`src/rtl/ble_tx_frame_scheduler.sv`:
```
// BLE TX frame scheduler: queues frame descriptors, arms the segmentation/PISO
// chain one frame at a time, detects frame end and enforces the inter-frame space.
module ble_tx_frame_scheduler #(
  parameter int unsigned DEPTH   = 4,
  parameter int unsigned PTR_W   = 2,
  parameter logic [19:0] TIMEOUT = 20'hFFFFF
) (
  input  logic             clk,
  input  logic             reset,
  input  logic             desc_valid,
  output logic             desc_ready,
  input  logic [15:0]      desc_header_size,
  input  logic [15:0]      desc_payload_size,
  input  logic [15:0]      ifs_cycles,
  input  logic             stop_req,
  input  logic             seg_enable,
  input  logic             seg_valid_payload,
  output logic             valid_in,
  output logic             enable_chain,
  output logic [15:0]      header_size,
  output logic [15:0]      payload_size,
  output logic             busy,
  output logic             frame_done,
  output logic             err_desc,
  output logic             err_timeout,
  output logic [PTR_W:0]   fifo_level
);

  typedef enum logic [2:0] {
    S_IDLE,
    S_LOAD,
    S_ARM,
    S_RUN,
    S_DONE,
    S_IFS
  } state_t;

  state_t state, state_next;

  logic [PTR_W:0] wr_ptr, rd_ptr;
  logic [31:0]    mem [DEPTH];
  logic           fifo_full, fifo_empty;
  logic           push, pop, flush;
  logic [31:0]    head;
  logic           head_ok;

  logic           stop_pend;
  logic           seg_en_q;
  logic           payload_seen;
  logic [19:0]    wd_cnt;
  logic [20:0]    wd_inc;
  logic           wd_fire;
  logic [15:0]    ifs_cnt;
  logic           ifs_load;
  state_t         post_ifs;

  // Descriptor FIFO
  assign fifo_empty = (wr_ptr == rd_ptr);
  assign fifo_full  = (wr_ptr[PTR_W] != rd_ptr[PTR_W]) &&
                      (wr_ptr[PTR_W-1:0] == rd_ptr[PTR_W-1:0]);
  assign desc_ready = !fifo_full;
  assign fifo_level = wr_ptr - rd_ptr;
  assign push       = desc_valid && desc_ready;
  assign head       = mem[rd_ptr[PTR_W-1:0]];
  assign head_ok    = (head[31:16] != '0) && (head[15:0] != '0);

  always_ff @(posedge clk) begin
    if (push) begin
      mem[wr_ptr[PTR_W-1:0]] <= {desc_header_size, desc_payload_size};
    end
  end

  // A flush also discards a descriptor pushed in the same cycle.
  always_ff @(posedge clk or negedge reset) begin
    if (!reset) begin
      wr_ptr <= '0;
      rd_ptr <= '0;
    end else begin
      if (push) begin
        wr_ptr <= wr_ptr + 1'b1;
      end
      if (flush) begin
        rd_ptr <= wr_ptr + (PTR_W+1)'(push);
      end else if (pop) begin
        rd_ptr <= rd_ptr + 1'b1;
      end
    end
  end

  // Fires on the TIMEOUT-th RUN cycle; counter is zero on the first RUN cycle.
  assign wd_inc  = {1'b0, wd_cnt} + 21'd1;
  assign wd_fire = (wd_inc >= {1'b0, TIMEOUT});

  assign post_ifs = (!fifo_empty && !stop_pend) ? S_LOAD : S_IDLE;
  assign flush    = stop_pend && (state_next == S_IDLE);
  assign busy     = (state != S_IDLE);

  always_ff @(posedge clk or negedge reset) begin
    if (!reset) begin
      state <= S_IDLE;
    end else begin
      state <= state_next;
    end
  end

  always_comb begin
    state_next   = state;
    valid_in     = 1'b0;
    enable_chain = 1'b0;
    frame_done   = 1'b0;
    err_desc     = 1'b0;
    err_timeout  = 1'b0;
    pop          = 1'b0;
    ifs_load     = 1'b0;
    unique case (state)
      S_IDLE: begin
        if (!fifo_empty && !stop_req && !stop_pend) begin
          state_next = S_LOAD;
        end
      end
      S_LOAD: begin
        pop = 1'b1;
        if (!head_ok) begin
          err_desc   = 1'b1;
          state_next = S_IDLE;
        end else begin
          state_next = S_ARM;
        end
      end
      S_ARM: begin
        valid_in   = 1'b1;
        state_next = S_RUN;
      end
      S_RUN: begin
        enable_chain = 1'b1;
        if (seg_en_q && !seg_enable && (payload_seen || seg_valid_payload)) begin
          state_next = S_DONE;
        end else if (wd_fire) begin
          err_timeout  = 1'b1;
          enable_chain = 1'b0;
          ifs_load     = 1'b1;
          state_next   = (ifs_cycles == '0) ? post_ifs : S_IFS;
        end
      end
      S_DONE: begin
        frame_done = 1'b1;
        ifs_load   = 1'b1;
        state_next = (ifs_cycles == '0) ? post_ifs : S_IFS;
      end
      S_IFS: begin
        if (ifs_cnt <= 16'd1) begin
          state_next = post_ifs;
        end
      end
      default: state_next = S_IDLE;
    endcase
  end

  always_ff @(posedge clk or negedge reset) begin
    if (!reset) begin
      header_size  <= '0;
      payload_size <= '0;
      stop_pend    <= 1'b0;
      seg_en_q     <= 1'b0;
      payload_seen <= 1'b0;
      wd_cnt       <= '0;
      ifs_cnt      <= '0;
    end else begin
      seg_en_q  <= seg_enable;
      stop_pend <= stop_req || (stop_pend && !flush);
      if (pop) begin
        header_size  <= head[31:16];
        payload_size <= head[15:0];
      end
      if (state == S_ARM) begin
        payload_seen <= 1'b0;
        wd_cnt       <= '0;
      end else if (state == S_RUN) begin
        if (seg_valid_payload) begin
          payload_seen <= 1'b1;
        end
        if (wd_cnt != '1) begin
          wd_cnt <= wd_cnt + 1'b1;
        end
      end
      if (ifs_load) begin
        ifs_cnt <= ifs_cycles;
      end else if ((state == S_IFS) && (ifs_cnt != '0)) begin
        ifs_cnt <= ifs_cnt - 1'b1;
      end
    end
  end

endmodule

```
`config.mk`:
```
export PLATFORM = sky130hd
export DESIGN_NAME = ble_tx_frame_scheduler
export DESIGN_NICKNAME = d
export VERILOG_FILES = /design/src/rtl/ble_tx_frame_scheduler.sv
export SDC_FILE = /design/constraint.sdc
export NUM_CORES = 1
export LEC_CHECK = 0
export BUFFER_PORTS_ARGS = -buffer_cell sky130_fd_sc_hd__buf_4
export CAP_MARGIN = 10
export CORE_AREA = 2 2 145 147
export DETAILED_ROUTE_END_ITERATION = 8
export DIE_AREA = 0 0 147 149
export PLACE_DENSITY = 0.71
export RECOVER_POWER = 25
export SETUP_SLACK_MARGIN = 0.3
export SYNTH_ARGS = -nofsm -noshare
export SYNTH_HDL_FRONTEND = slang
export SYNTH_SLANG_ARGS = --single-unit
```
`constraint.sdc`:
```
create_clock -name clk -period 2.7 [get_ports clk]
set_input_delay 0.27 -clock clk [delete_from_list [all_inputs] [get_ports clk]]
set_output_delay 0.27 -clock clk [all_outputs]
set_load 0.03 [all_outputs]
```
* Yosys cells after proc, flatten, opt, wreduce, memory -nomap -nowiden
Memory sizes are Yosys's and may differ from the RTL's.
Cells that the tools add are included.
** Operators by class
- $add $sub $neg :: 7
- Magnitude comparators :: 2
- Eq/ne operators :: 9
- Multiplexer cells :: 32
- Reduce and logical (&&, ||, !) cells :: 33
** Operator list (number)
- 2-to-1 mux 20 bit :: 3
- nonzero test 16 bit :: 3
- 2-to-1 mux 16 bit :: 2
- adder 20 x 1 -> 21 bit, second input constant :: 1
- greater-or-equal comparator 21 x 20 -> 1 bit, second input constant :: 1
- 2-to-1 mux 3 bit :: 7
- adder 20 x 1 -> 20 bit, second input constant :: 1
- != test 20 bit, second input constant :: 1
- case mux 3 bit (6 select lines) :: 1
- 2-to-1 mux 1 bit :: 17
- <= comparator 16 x 1 -> 1 bit, second input constant :: 1
- logical NOT 16 bit :: 1
- subtractor 16 x 1 -> 16 bit, second input constant :: 1
- logical AND 1 bit :: 11
- nonzero test 2 bit :: 5
- adder 3 x 1 -> 3 bit, second input constant :: 2
- equality test 3 x 2 -> 1 bit, second input constant :: 2
- equality test 3 bit, second input constant :: 2
- logical NOT 1 bit :: 6
- logical NOT 3 bit :: 2
- AND reduction 2 bit :: 2
- adder 3 x 1 -> 3 bit :: 1
- equality test 3 x 1 -> 1 bit, second input constant :: 1
- equality test 3 bit :: 1
- 7 further kinds :: 8
** Word-level totals
- Flip-flop bits (word level) :: 80
- RAM bits :: 128
- Output and inout bits :: 42
- Logic and storage cells :: 94
- Memories kept :: 1
** Memory list
- mem :: words 4, bits a word 32, read ports 1, clocked after Yosys merged registers in 0, write ports 1, RTL line 41 : logic [31:0] mem [DEPTH];

* Depth between registers and ports, before layout
Gate-level depths: netlist of run 1.
- Word-level depth :: 13
- Depth in mapped cells :: 12
- Depth with buffers taken out :: 10

* Least setup slack after synthesis of run 1
No wires, ideal clock.
- Kind :: reg-to-reg
- From :: register rd_ptr[1]
- To :: memory mem[3][0], enable pin
- Arrival time :: 2.551 ns
- Setup slack :: -0.244 ns
- Cell stages (with the launch flop) :: 7
- Path buffers :: 2
- Clock period less this slack :: 2.944 ns
- Cells stage by stage :: dfrtp_1 > clkbuf_1 > clkbuf_1 > inv_1 > ha_1 > nand3_1 > and3_1
** On the way
- Longest elaborated chain between the ends :: 6
** Ends and longest elaborated chain
- start, declared :: RTL line 40 : logic [PTR_W:0] wr_ptr, rd_ptr;
- start signal, assigned :: RTL line 83 : rd_ptr <= wr_ptr + (PTR_W+1)'(push);
- start signal, assigned :: RTL line 85 : rd_ptr <= rd_ptr + 1'b1;
- equality test 2 bit :: RTL line 60 : (wr_ptr[PTR_W-1:0] == rd_ptr[PTR_W-1:0]);
- logical AND 1 bit :: RTL line 59 : assign fifo_full = (wr_ptr[PTR_W] != rd_ptr[PTR_W]) &&
- logical NOT 1 bit :: RTL line 61 : assign desc_ready = !fifo_full;
- net desc_ready :: RTL line 11 : output logic desc_ready,
- logical AND 1 bit :: RTL line 63 : assign push = desc_valid && desc_ready;
- 2-to-1 mux 1 bit :: RTL line 68 : if (push) begin
- 2-to-1 mux 1 bit (implied by the code) :: RTL line 69 : mem[wr_ptr[PTR_W-1:0]] <= {desc_header_size, desc_payload_size};
- end, declared :: RTL line 41
The timed path passes the listed nets, and every way through them passes these cells.

* Worst setup path in the final report of run 1
- From :: register rd_ptr[0]
- To :: output err_desc
** On the way
- Longest elaborated chain between the ends :: 5
- Elaborated cells on any way between the ends :: 6
** Ends and longest elaborated chain
- memory (4 x 32 bit) (*)
- nonzero test 16 bit :: RTL line 65 : assign head_ok = (head[31:16] != '0) && (head[15:0] != '0);
- logical AND 1 bit (*) :: RTL line 65
- 2-to-1 mux 1 bit (*) :: RTL line 123 : if (!head_ok) begin
- 2-to-1 mux 1 bit (*) :: RTL line 115 : unique case (state)
- end, declared :: RTL line 24 : output logic err_desc,
Every way passes the cells marked *; elsewhere a longest branch is shown, timed or not.

==> out/qor.csv, run 1 <==
stage,metric,value,unit
global_route,track_usage,19.0,%
routing,via_count,5892,
floorplan,start_util,43.7,%
floorplan,core_area,0.0206,mm^2
synth,syn_avg_cell_area,15.1,um^2
finish,area_growth,32.2,%
synth,ys_async_sr_fraction,38.5,%
clock_network,insertion_delay,0.53,ns
critical_path,cpMaxStageDelayCell,mux4_2,
finish,layout.nets,855,
synth,synth-edff-count,128,
global_route,grt_overflow,0,
sta,setup_ws,-0.370,ns
sta,skew,0.0145,ns
finish,drive_above_1_share,35.2,%
routing,drc,0,
clock_network,cts_max_level,1,
critical_path,required,2.43,ns
routing,drt_first_pass_iters,4,
clock_network,path_clk_slew,0.06,ns
critical_path,cpMostUsedCell,buf_12,
status,status,"complete, but fails checks",
floorplan,die_w,147,um
sta,slew_headroom,-41.1,%
floorplan,die-area,0.0219,mm^2
clock_network,tritoncts,yes,
synth,ys_warn_count,0,
place,pre_cts_ws,0.0278,ns
synth,seq_area_frac_synth,65.0,%
global_route,grt_first_pass_wirelength,33100,um
power_and_ir_drop,peakVddDrop,0.783,mV
sta,tns,-0.565,ns
global_route,grt_max_degree,39,
synth,synth_area_leaders,"edfxtp_1, dfrtp_1, mux4_2",
synth,synth.distinct_cells,59,
synth,netlist.area_leader.share,42.8,%
critical_path,worst_setup_path_end_kind,primary output,
power_and_ir_drop,power_density,1150,mW/mm^2
critical_path,cp.arrival,2.80,ns
place,io_buffers,95,
critical_path,critPathMaxStageDelay,0.54,ns
synth,synth_nets,663,
critical_path,critical_path.top_delay_family,multiplexers,
sta,fmax,326,MHz
min_path,hp-class,primary input to register,
synth,syn_inst,595,
place,post_dp_cell_area,0.0103,mm^2
clock_network,clock_sinks,208,
critical_path,critPathLaunchType,register,
sta,hold_viol,0,
finish,fillers,1606,
floorplan,pin_count,96,
sta,finalCritPeriodShare,114,%
routing,wire_per_inst,19.1,um
sta,rsz0062_at_grt,true,
finish,stdcell_area,0.0119,mm^2
floorplan,fp-row-count,53,
critical_path,worst-path-buf-inv,3,
sta,worst-slew-pin-transition,2.12,ns
status,violations,"max-capacitance violations, max-slew violations, negative setup slack",
run,max-cap-violations,1,
routing,vias_per_cell,5.46,
routing,wl,20600,um
place,gp_congestion,0.837,
synth,yosysTopAreaCell,edfxtp_1,
routing,ant_nets,0,
place,place_inst,969,
clock_network,numCtsBuffers,23,
clock_network,root_buffer,clkbuf_16,
global_route,antenna_found_initial,0,
sta,final_max_slew_viol_count,39,
power_and_ir_drop,p_leak,4.40,nW
synth,synthFlopType,edfxtp_1,
synth,ys_seq_elements,208,
finish,instances_no_fill,1079,
global_route,grt_pass1_vias,6195,
finish,layout_commonest_cell,edfxtp_1,
floorplan,dieHeight,149,um
sta,period_minus_slack,3.07,ns
place,place_hpwl,13000,um
critical_path,worstSetupPathType,register to primary output,
sta,setup_violations,5,
critical_path,critPathMaxFanout,9,
clock_network,cts_buffer_depth,3,
critical_path,cp_cell_sequence,"buf_12, buf_12, mux4_2, nor4_4, nand4_1, a21boi_2, buf_6",
synth,synth_area,0.00899,mm^2
finish,diodes,0,
finish,final_cell_mix,"edfxtp_1, buf_4, dfrtp_1, dlygate4sd3_1, clkbuf_1",
routing,drt-initial-drc-count,280,
worst paths after layout:
path                               start      endpoint  slack [ns]  depth (start not counted)
min in group asynchronous          reset    wd_cnt[12]        0.88                          2
max in group asynchronous          reset     rd_ptr[0]        0.43                          2
setup / recovery               rd_ptr[0]      err_desc       -0.37                          7
setup reg to reg               rd_ptr[0]     rd_ptr[1]       -0.08                         10
hold reg to reg             payload_seen  payload_seen        0.49                          2
hold / removal             ifs_cycles[4]    ifs_cnt[4]        0.04                          3
cell families (layout without fill, tap and decap cells):
kind of cell / after synthesis / count (layout) / share of synthesized area (%)
adders and majority gates: 14 / 14 / 2.03
DFF: 208 / 208 / 65.0
and+or+nand+nor: 164 / 164 / 10.1
buffers and inverters: 37 / 246 / 1.89
AOI/OAI and AO/OA: 78 / 78 / 5.80
xor gates and xnor gates: 27 / 27 / 2.71
muxes: 67 / 67 / 12.4
worst register-to-register path, cell delays in order (launching register included):
cell and delay [ns]:
dfrtp_2 0.43, buf_4 0.16, buf_16 0.15, mux4_2 0.54, nor4_4 0.29, nand4_1 0.20, buf_4 0.19, buf_4 0.12
nand3_1 0.14, nand3_2 0.12, mux2_1 0.32
area by class of cell:
cell class	instances	area, um^2	share of cell area (%)
clock buffers	29	618	5.20
clock inverters	13	161	1.36
inverters	16	62.6	0.526
multi-input cells	350	3260	27.4
flip-flops and latches	208	5850	49.2
well taps	275	344	2.89
repair buffers	188	1590	13.4
synth_stat cells (all sizes together), types with 14 or more instances:
cell    number
edfxtp     128
dfrtp       80
nor2        40
mux2        34
nand2       34
mux4        32
o21ai       29
nor4        22
nand3       21
inv         15
xnor2       15
a21oi       14
state kept, by name, summed over array words and instances, names as in the netlist:
register      cells
seg_en_q          1
ifs_cnt          16
rd_ptr            3
wr_ptr            3
stop_pend         1
payload_size     16
header_size      16
payload_seen      1
mem             128
wd_cnt           20
state             3
per-stage QoR:
stage | hold WS [ns] | util [%] | total power, mW
6_report | 0.0389 | 57.8 | 13.7
2_1_floorplan | -0.0256 | - | 8.17
4_1_cts | 0.0401 | 57.5 | 13.6
3_5_place_dp | 0.280 | 49.9 | 10.0
3_3_place_gp | 0.273 | 49.9 | 9.88
5_1_grt | 0.0696 | 57.8 | 14.4
layer usage:
| layer | track usage (%) | part of all wire, % | wire length, um | vias to the layer above |
|---|---|---|---|---|
| met2 | 33.1 | 51 | 10400 | 195 |
| met3 | 3.18 | 5.6 | 1150 | 48 |
| met1 | 24.9 | 41 | 8390 | 2964 |
| met4 | 5.63 | 2.9 | 592 | 0 |
| met5 | 0 | 0 | 0 | - |
| li1 | - | - | - | 2685 |
power breakdown:
| group | internal (mW) | switching [mW] |
|---|---|---|
| Combinational | 2.49 | 3.02 |
| Clock | 1.92 | 1.28 |
| Sequential | 4.38 | 0.581 |
what timing repair did:
item                                   CTS  global route
endpoints found under the hold margin  181             0
resized for setup                       38            37
pin swaps                               12            16
setup endpoints to repair               23            28
gates cloned                             1             1
hold buffers                            51             0
buffers inserted                        10             5
No activity file was read; power rests on OpenSTA's default activity.
==> run 2, diff against run 1 <==
clock period = 2.5 ns   (was 2.7 ns; I/O delays follow)
==> out/qor.csv, run 2 (synthesized netlist as in run 1, its figures left out) <==
stage,metric,value,unit
power_and_ir_drop,power_density,1250,mW/mm^2
sta,hold_viol,0,
floorplan,fp-row-count,53,
finish,area_growth,39.9,%
clock_network,cts_max_level,1,
clock_network,root_buffer,clkbuf_16,
power_and_ir_drop,p_total,15.7,mW
sta,period_minus_slack,2.99,ns
global_route,antenna_found_initial,0,
routing,drc,0,
sta,skew,0.0173,ns
clock_network,tritoncts,yes,
finish,final_cell_mix,"edfxtp_1, buf_4, dfrtp_1, dlygate4sd3_1, clkbuf_1",
finish,largest_register_ffs,128,
sta,hold-worst-slack,0.0221,ns
routing,drt_first_pass_iters,4,
floorplan,pin_count,96,
floorplan,start_util,43.7,%
critical_path,critical_path.top_delay_family,multiplexers,
status,violations,negative setup slack,
routing,wire_per_inst,20.3,um
critical_path,cp.arrival,2.74,ns
place,gp_congestion,0.862,
critical_path,cpMaxStageDelayCell,mux4_2,
routing,ant_nets,0,
critical_path,critPathLaunchType,register,
status,status,"complete, but fails checks",
sta,tns,-1.87,ns
clock_network,cts_buffer_depth,3,
routing,drt-initial-drc-count,325,
floorplan,core_area,0.0206,mm^2
routing,vias_per_cell,5.46,
sta,setup_violations,16,
sta,final_max_slew_viol_count,0,
critical_path,critPathMaxFanout,7,
routing,wl,22800,um
clock_network,clock_sinks,208,
sta,slew_headroom,25.6,%
global_route,track_usage,19.4,%
finish,diodes,0,
floorplan,dieHeight,149,um
global_route,grt_overflow,0,
power_and_ir_drop,peakVddDrop,0.960,mV
clock_network,insertion_delay,0.52,ns
sta,rsz0062_at_grt,true,
sta,fmax,334,MHz
clock_network,numCtsBuffers,23,
global_route,grt_max_degree,43,
run,max-cap-violations,0,
critical_path,required,2.25,ns
critical_path,worst-path-buf-inv,3,
global_route,grt_first_pass_wirelength,33500,um
critical_path,worst_setup_path_end_kind,primary output,
routing,via_count,6122,
sta,setup_ws,-0.495,ns
critical_path,worstSetupPathType,register to primary output,
critical_path,critPathMaxStageDelay,0.56,ns
power_and_ir_drop,p_leak,4.76,nW
sta,worst-slew-pin-transition,1.10,ns
clock_network,path_clk_slew,0.06,ns
min_path,hp-class,primary input to register,
sta,finalCritPeriodShare,120,%
finish,layout_commonest_cell,edfxtp_1,
floorplan,die-area,0.0219,mm^2
finish,layout.nets,898,
place,pre_cts_ws,-0.152,ns
critical_path,cp_cell_sequence,"buf_8, buf_4, mux4_2, nor4_4, nand4_1, a21boi_4, buf_6",
floorplan,die_w,147,um
place,io_buffers,95,
finish,fillers,1519,
global_route,grt_pass1_vias,6269,
finish,drive_above_1_share,39.6,%
place,place_hpwl,13500,um
run 2: power by group:
group | internal (mW) | switching (mW)
Sequential | 4.73 | 0.649
Combinational | 3.33 | 3.64
Clock | 1.94 | 1.40
run 2: area by class of cell:
class / instances / area [um^2] / area share [%]
Clock buffer: 29 / 608 / 4.83
Clock inverter: 13 / 129 / 1.02
Inverter: 16 / 62.6 / 0.497
Timing Repair Buffer: 231 / 2160 / 17.2
Multi-Input combinational cell: 350 / 3420 / 27.2
Sequential cell: 208 / 5860 / 46.6
Tap cell: 275 / 344 / 2.74
run 2: final timing paths:
path	from	depth (start not counted)	to	slack [ns]
worst max-delay path	rd_ptr[0]	7	err_desc	-0.49
worst min-delay path	ifs_cycles[7]	2	ifs_cnt[7]	0.02
worst max register to register	rd_ptr[0]	9	rd_ptr[1]	-0.19
worst min register to register	payload_seen	2	payload_seen	0.50
max in group asynchronous	reset	3	wd_cnt[5]	1.41
min in group asynchronous	reset	2	wd_cnt[13]	0.30
run 2: timing repair:
action / 4_1_cts / 5_1_grt
resized for setup: 81 / 34
buffers inserted: 16 / 18
endpoints found under the hold margin: 185 / 0
setup endpoints to repair: 33 / 121
hold buffers: 50 / 0
pin swaps: 23 / 26
cloned: 3 / 9
run 2: per-stage QoR:
stage               util, %  cells  cell area, um^2
finish                 61.2   1122            12600
global route           61.2   1122            12600
CTS                    59.3   1095            12200
detailed placement     50.7    984            10400
global placement       50.7    984            10400
floorplan                 -    595             9120
run 2: per-layer routing:
metal  up-vias  GRT usage [%]  routed length (um)
li1       2765              -                   -
met1      3140           25.2                9410
met2       179           34.6               11700
met3        38           3.52                1110
met4         0           4.09                 578
met5         -              0                   0
==> run 3, diff against run 2 <==
ABC_AREA = 1   (was unset)
CORE_AREA = 2 2 148 150   (was 2 2 145 147)
DIE_AREA = 0 0 150 152   (was 0 0 147 149)
PLACE_DENSITY = 0.69   (was 0.71)
clock period = 2.95 ns   (was 2.5 ns; I/O delays follow)
==> out/qor.csv, run 3 <==
stage,metric,value,unit
status,status,"complete, no violations",
clock_network,insertion_delay,0.52,ns
critical_path,worst-path-stages,13,
global_route,grt_pass1_vias,6732,
place,pre_cts_ws,0.329,ns
sta,setup_ws,0.169,ns
synth,synth.distinct_cells,44,
clock_network,clock_sinks,208,
global_route,grt_overflow,0,
floorplan,start_util,44.1,%
synth,synth-edff-count,128,
synth,synth_area_leaders,"edfxtp_1, dfrtp_1, nand2_1",
clock_network,path_clk_slew,0.06,ns
critical_path,cp_cell_sequence,"buf_6, nand2_4, nor2_4, nand2_4, nor2_8, buf_6, xor2_2, nand3_1, nor2_2, nand2_2, nand2_2, a21oi_1, buf_4",
power_and_ir_drop,p_leak,5.03,nW
finish,layout_commonest_cell,nand2_1,
critical_path,worst-path-buf-inv,3,
place,post_dp_cell_area,0.0105,mm^2
routing,ant_nets,0,
floorplan,pin_count,96,
routing,drt_first_pass_iters,6,
floorplan,die-area,0.0228,mm^2
critical_path,worst_setup_path_end_kind,primary output,
place,place_inst,1307,
sta,finalCritPeriodShare,94.3,%
min_path,holdPathStages,3,
place,place_hpwl,13900,um
critical_path,cpMaxStageDelayCell,dfrtp_1,
sta,rsz0062_at_grt,true,
routing,wl,23600,um
power_and_ir_drop,power_density,1060,mW/mm^2
global_route,antenna_found_initial,2,
routing,wire_per_inst,16.5,um
finish,layout.nets,1199,
sta,worst-slew-pin-transition,0.733,ns
sta,skew,0.0206,ns
critical_path,critPathMaxStageDelay,0.41,ns
sta,fmax,360,MHz
synth,syn_inst,952,
finish,largest_register_ffs,128,
run,max-cap-violations,0,
routing,vias_per_cell,5.13,
routing,drc,0,
critical_path,critical_path.top_delay_family,simple AND/OR/NAND/NOR gates,
clock_network,tritoncts,yes,
min_path,hp-class,primary input to register,
finish,area_growth,29.8,%
clock_network,numCtsBuffers,22,
place,gp_congestion,0.897,
routing,via_count,7329,
synth,synth_nets,1020,
floorplan,core_area,0.0214,mm^2
critical_path,required,2.65,ns
critical_path,critPathMaxFanout,7,
sta,setup_violations,0,
finish,stdcell_area,0.0122,mm^2
routing,drt-initial-drc-count,490,
sta,tns,0,ns
synth,netlist.area_leader.share,40.8,%
finish,final_cell_mix,"nand2_1, edfxtp_1, buf_4, nand3_1, dfrtp_1",
critical_path,reg2reg_depth,22,
sta,period_minus_slack,2.78,ns
critical_path,critPathLaunchType,register,
sta,slew_headroom,51.1,%
synth,ys_async_sr_fraction,38.5,%
sta,hold_viol,0,
global_route,grt_first_pass_wirelength,34900,um
clock_network,cts_buffer_depth,3,
critical_path,cp.arrival,2.49,ns
synth,synth_area,0.00941,mm^2
clock_network,root_buffer,clkbuf_16,
floorplan,dieHeight,152,um
finish,instances_no_fill,1429,
synth,synthFlopType,edfxtp_1,
clock_network,cts_max_level,1,
place,io_buffers,95,
global_route,grt_max_degree,68,
synth,ys_warn_count,0,
synth,ys_seq_elements,208,
floorplan,fp-row-count,54,
sta,final_max_slew_viol_count,0,
floorplan,die_w,150,um
sta,hold-worst-slack,0.0127,ns
global_route,track_usage,19.0,%
power_and_ir_drop,peakVddDrop,0.714,mV
synth,synth_most_common_cell,nand2_1,
synth,synth_commonest_cells,"nand2_1, edfxtp_1, nand3_1",
finish,drive_above_1_share,21.4,%
synth,syn_avg_cell_area,9.88,um^2
synth,yosysTopAreaCell,edfxtp_1,
synth,seq_area_frac_synth,62.1,%
critical_path,worstSetupPathType,register to primary output,
[run 3: changes by cell type after synthesis, moves of 7 or more]
cell | previous run | this run
nand2_2 | 1 | 8
nand2b_1 | 7 | 0
nand4_1 | 5 | 16
nand3_1 | 18 | 98
mux4_2 | 32 | 0
xnor2_1 | 14 | 6
nor4_1 | 19 | 2
inv_1 | 15 | 61
nor2_1 | 39 | 66
o21ai_0 | 10 | 53
buf_1 | 0 | 9
nand2_1 | 33 | 295
mux2_2 | 32 | 0
[run 3: layout make-up]
class / count / area, um^2
antenna: 2 / 5.00
clock buffer: 26 / 576
clock inverter: 14 / 121
fill: 1857 / 9140
inverter: 70 / 279
multi-input combinational: 642 / 3390
sequential: 208 / 5850
tap: 280 / 350
timing repair buffer: 186 / 1630
timing repair inverter: 1 / 6.26
[run 3: tightest hold or removal path: stages]
cell and delay [ns]:
buf_4 0.09, o21ai_1 0.06, inv_1 0.04
[run 3: worst paths after layout]
kind / startpoint / to / slack (ns)
setup / recovery: wd_cnt[1] / enable_chain / 0.17
hold / removal: ifs_cycles[9] / ifs_cnt[9] / 0.01
setup reg to reg: wd_cnt[1] / ifs_cnt[0] / 0.30
hold reg to reg: header_size[9] / header_size[9] / 0.49
max in group asynchronous: reset / ifs_cnt[13] / 1.96
min in group asynchronous: reset / payload_size[0] / 0.38
[run 3: through the flow]
step	power [mW]	util (%)
2_1_floorplan	7.64	-
3_3_place_gp	9.27	49.4
3_5_place_dp	9.36	49.4
4_1_cts	12.1	54.7
5_1_grt	13.7	57.2
6_report	12.9	57.2
[run 3: what timing repair did]
item,CTS,global route
pin swaps,1,36
resized for setup,7,68
hold buffers,37,0
hold endpoints to repair,184,0
cloned,0,10
setup buffers,5,28
endpoints found under the setup margin,4,16
[run 3: power by group]
group / switching [mW] / leakage, nW / internal [mW]
sequential: 0.445 / 2.18 / 3.99
clock: 1.15 / 0.350 / 1.50
combinational: 3.69 / 2.51 / 2.13
total: 5.28 / 5.03 / 7.62
[run 3: metal layers]
| metal | vias to the layer above | track usage (%) | wire, um |
|---|---|---|---|
| met5 | - | 0 | 0 |
| met4 | 0 | 4.99 | 582 |
| met3 | 51 | 3.15 | 1360 |
| met2 | 223 | 31.1 | 11400 |
| met1 | 3492 | 26.4 | 10200 |
| li1 | 3563 | - | - |
[run 3: kinds of logic (layout without fill, tap and decap cells)]
group	after synthesis	count (layout)	share of synthesized area, %
other cells	0	2	0
buf+inv	102	297	4.29
xor+xnor	21	21	2.03
fa+ha+maj	14	14	1.94
compound gates	95	95	5.73
flops	208	208	62.1
simple gates	512	512	23.9
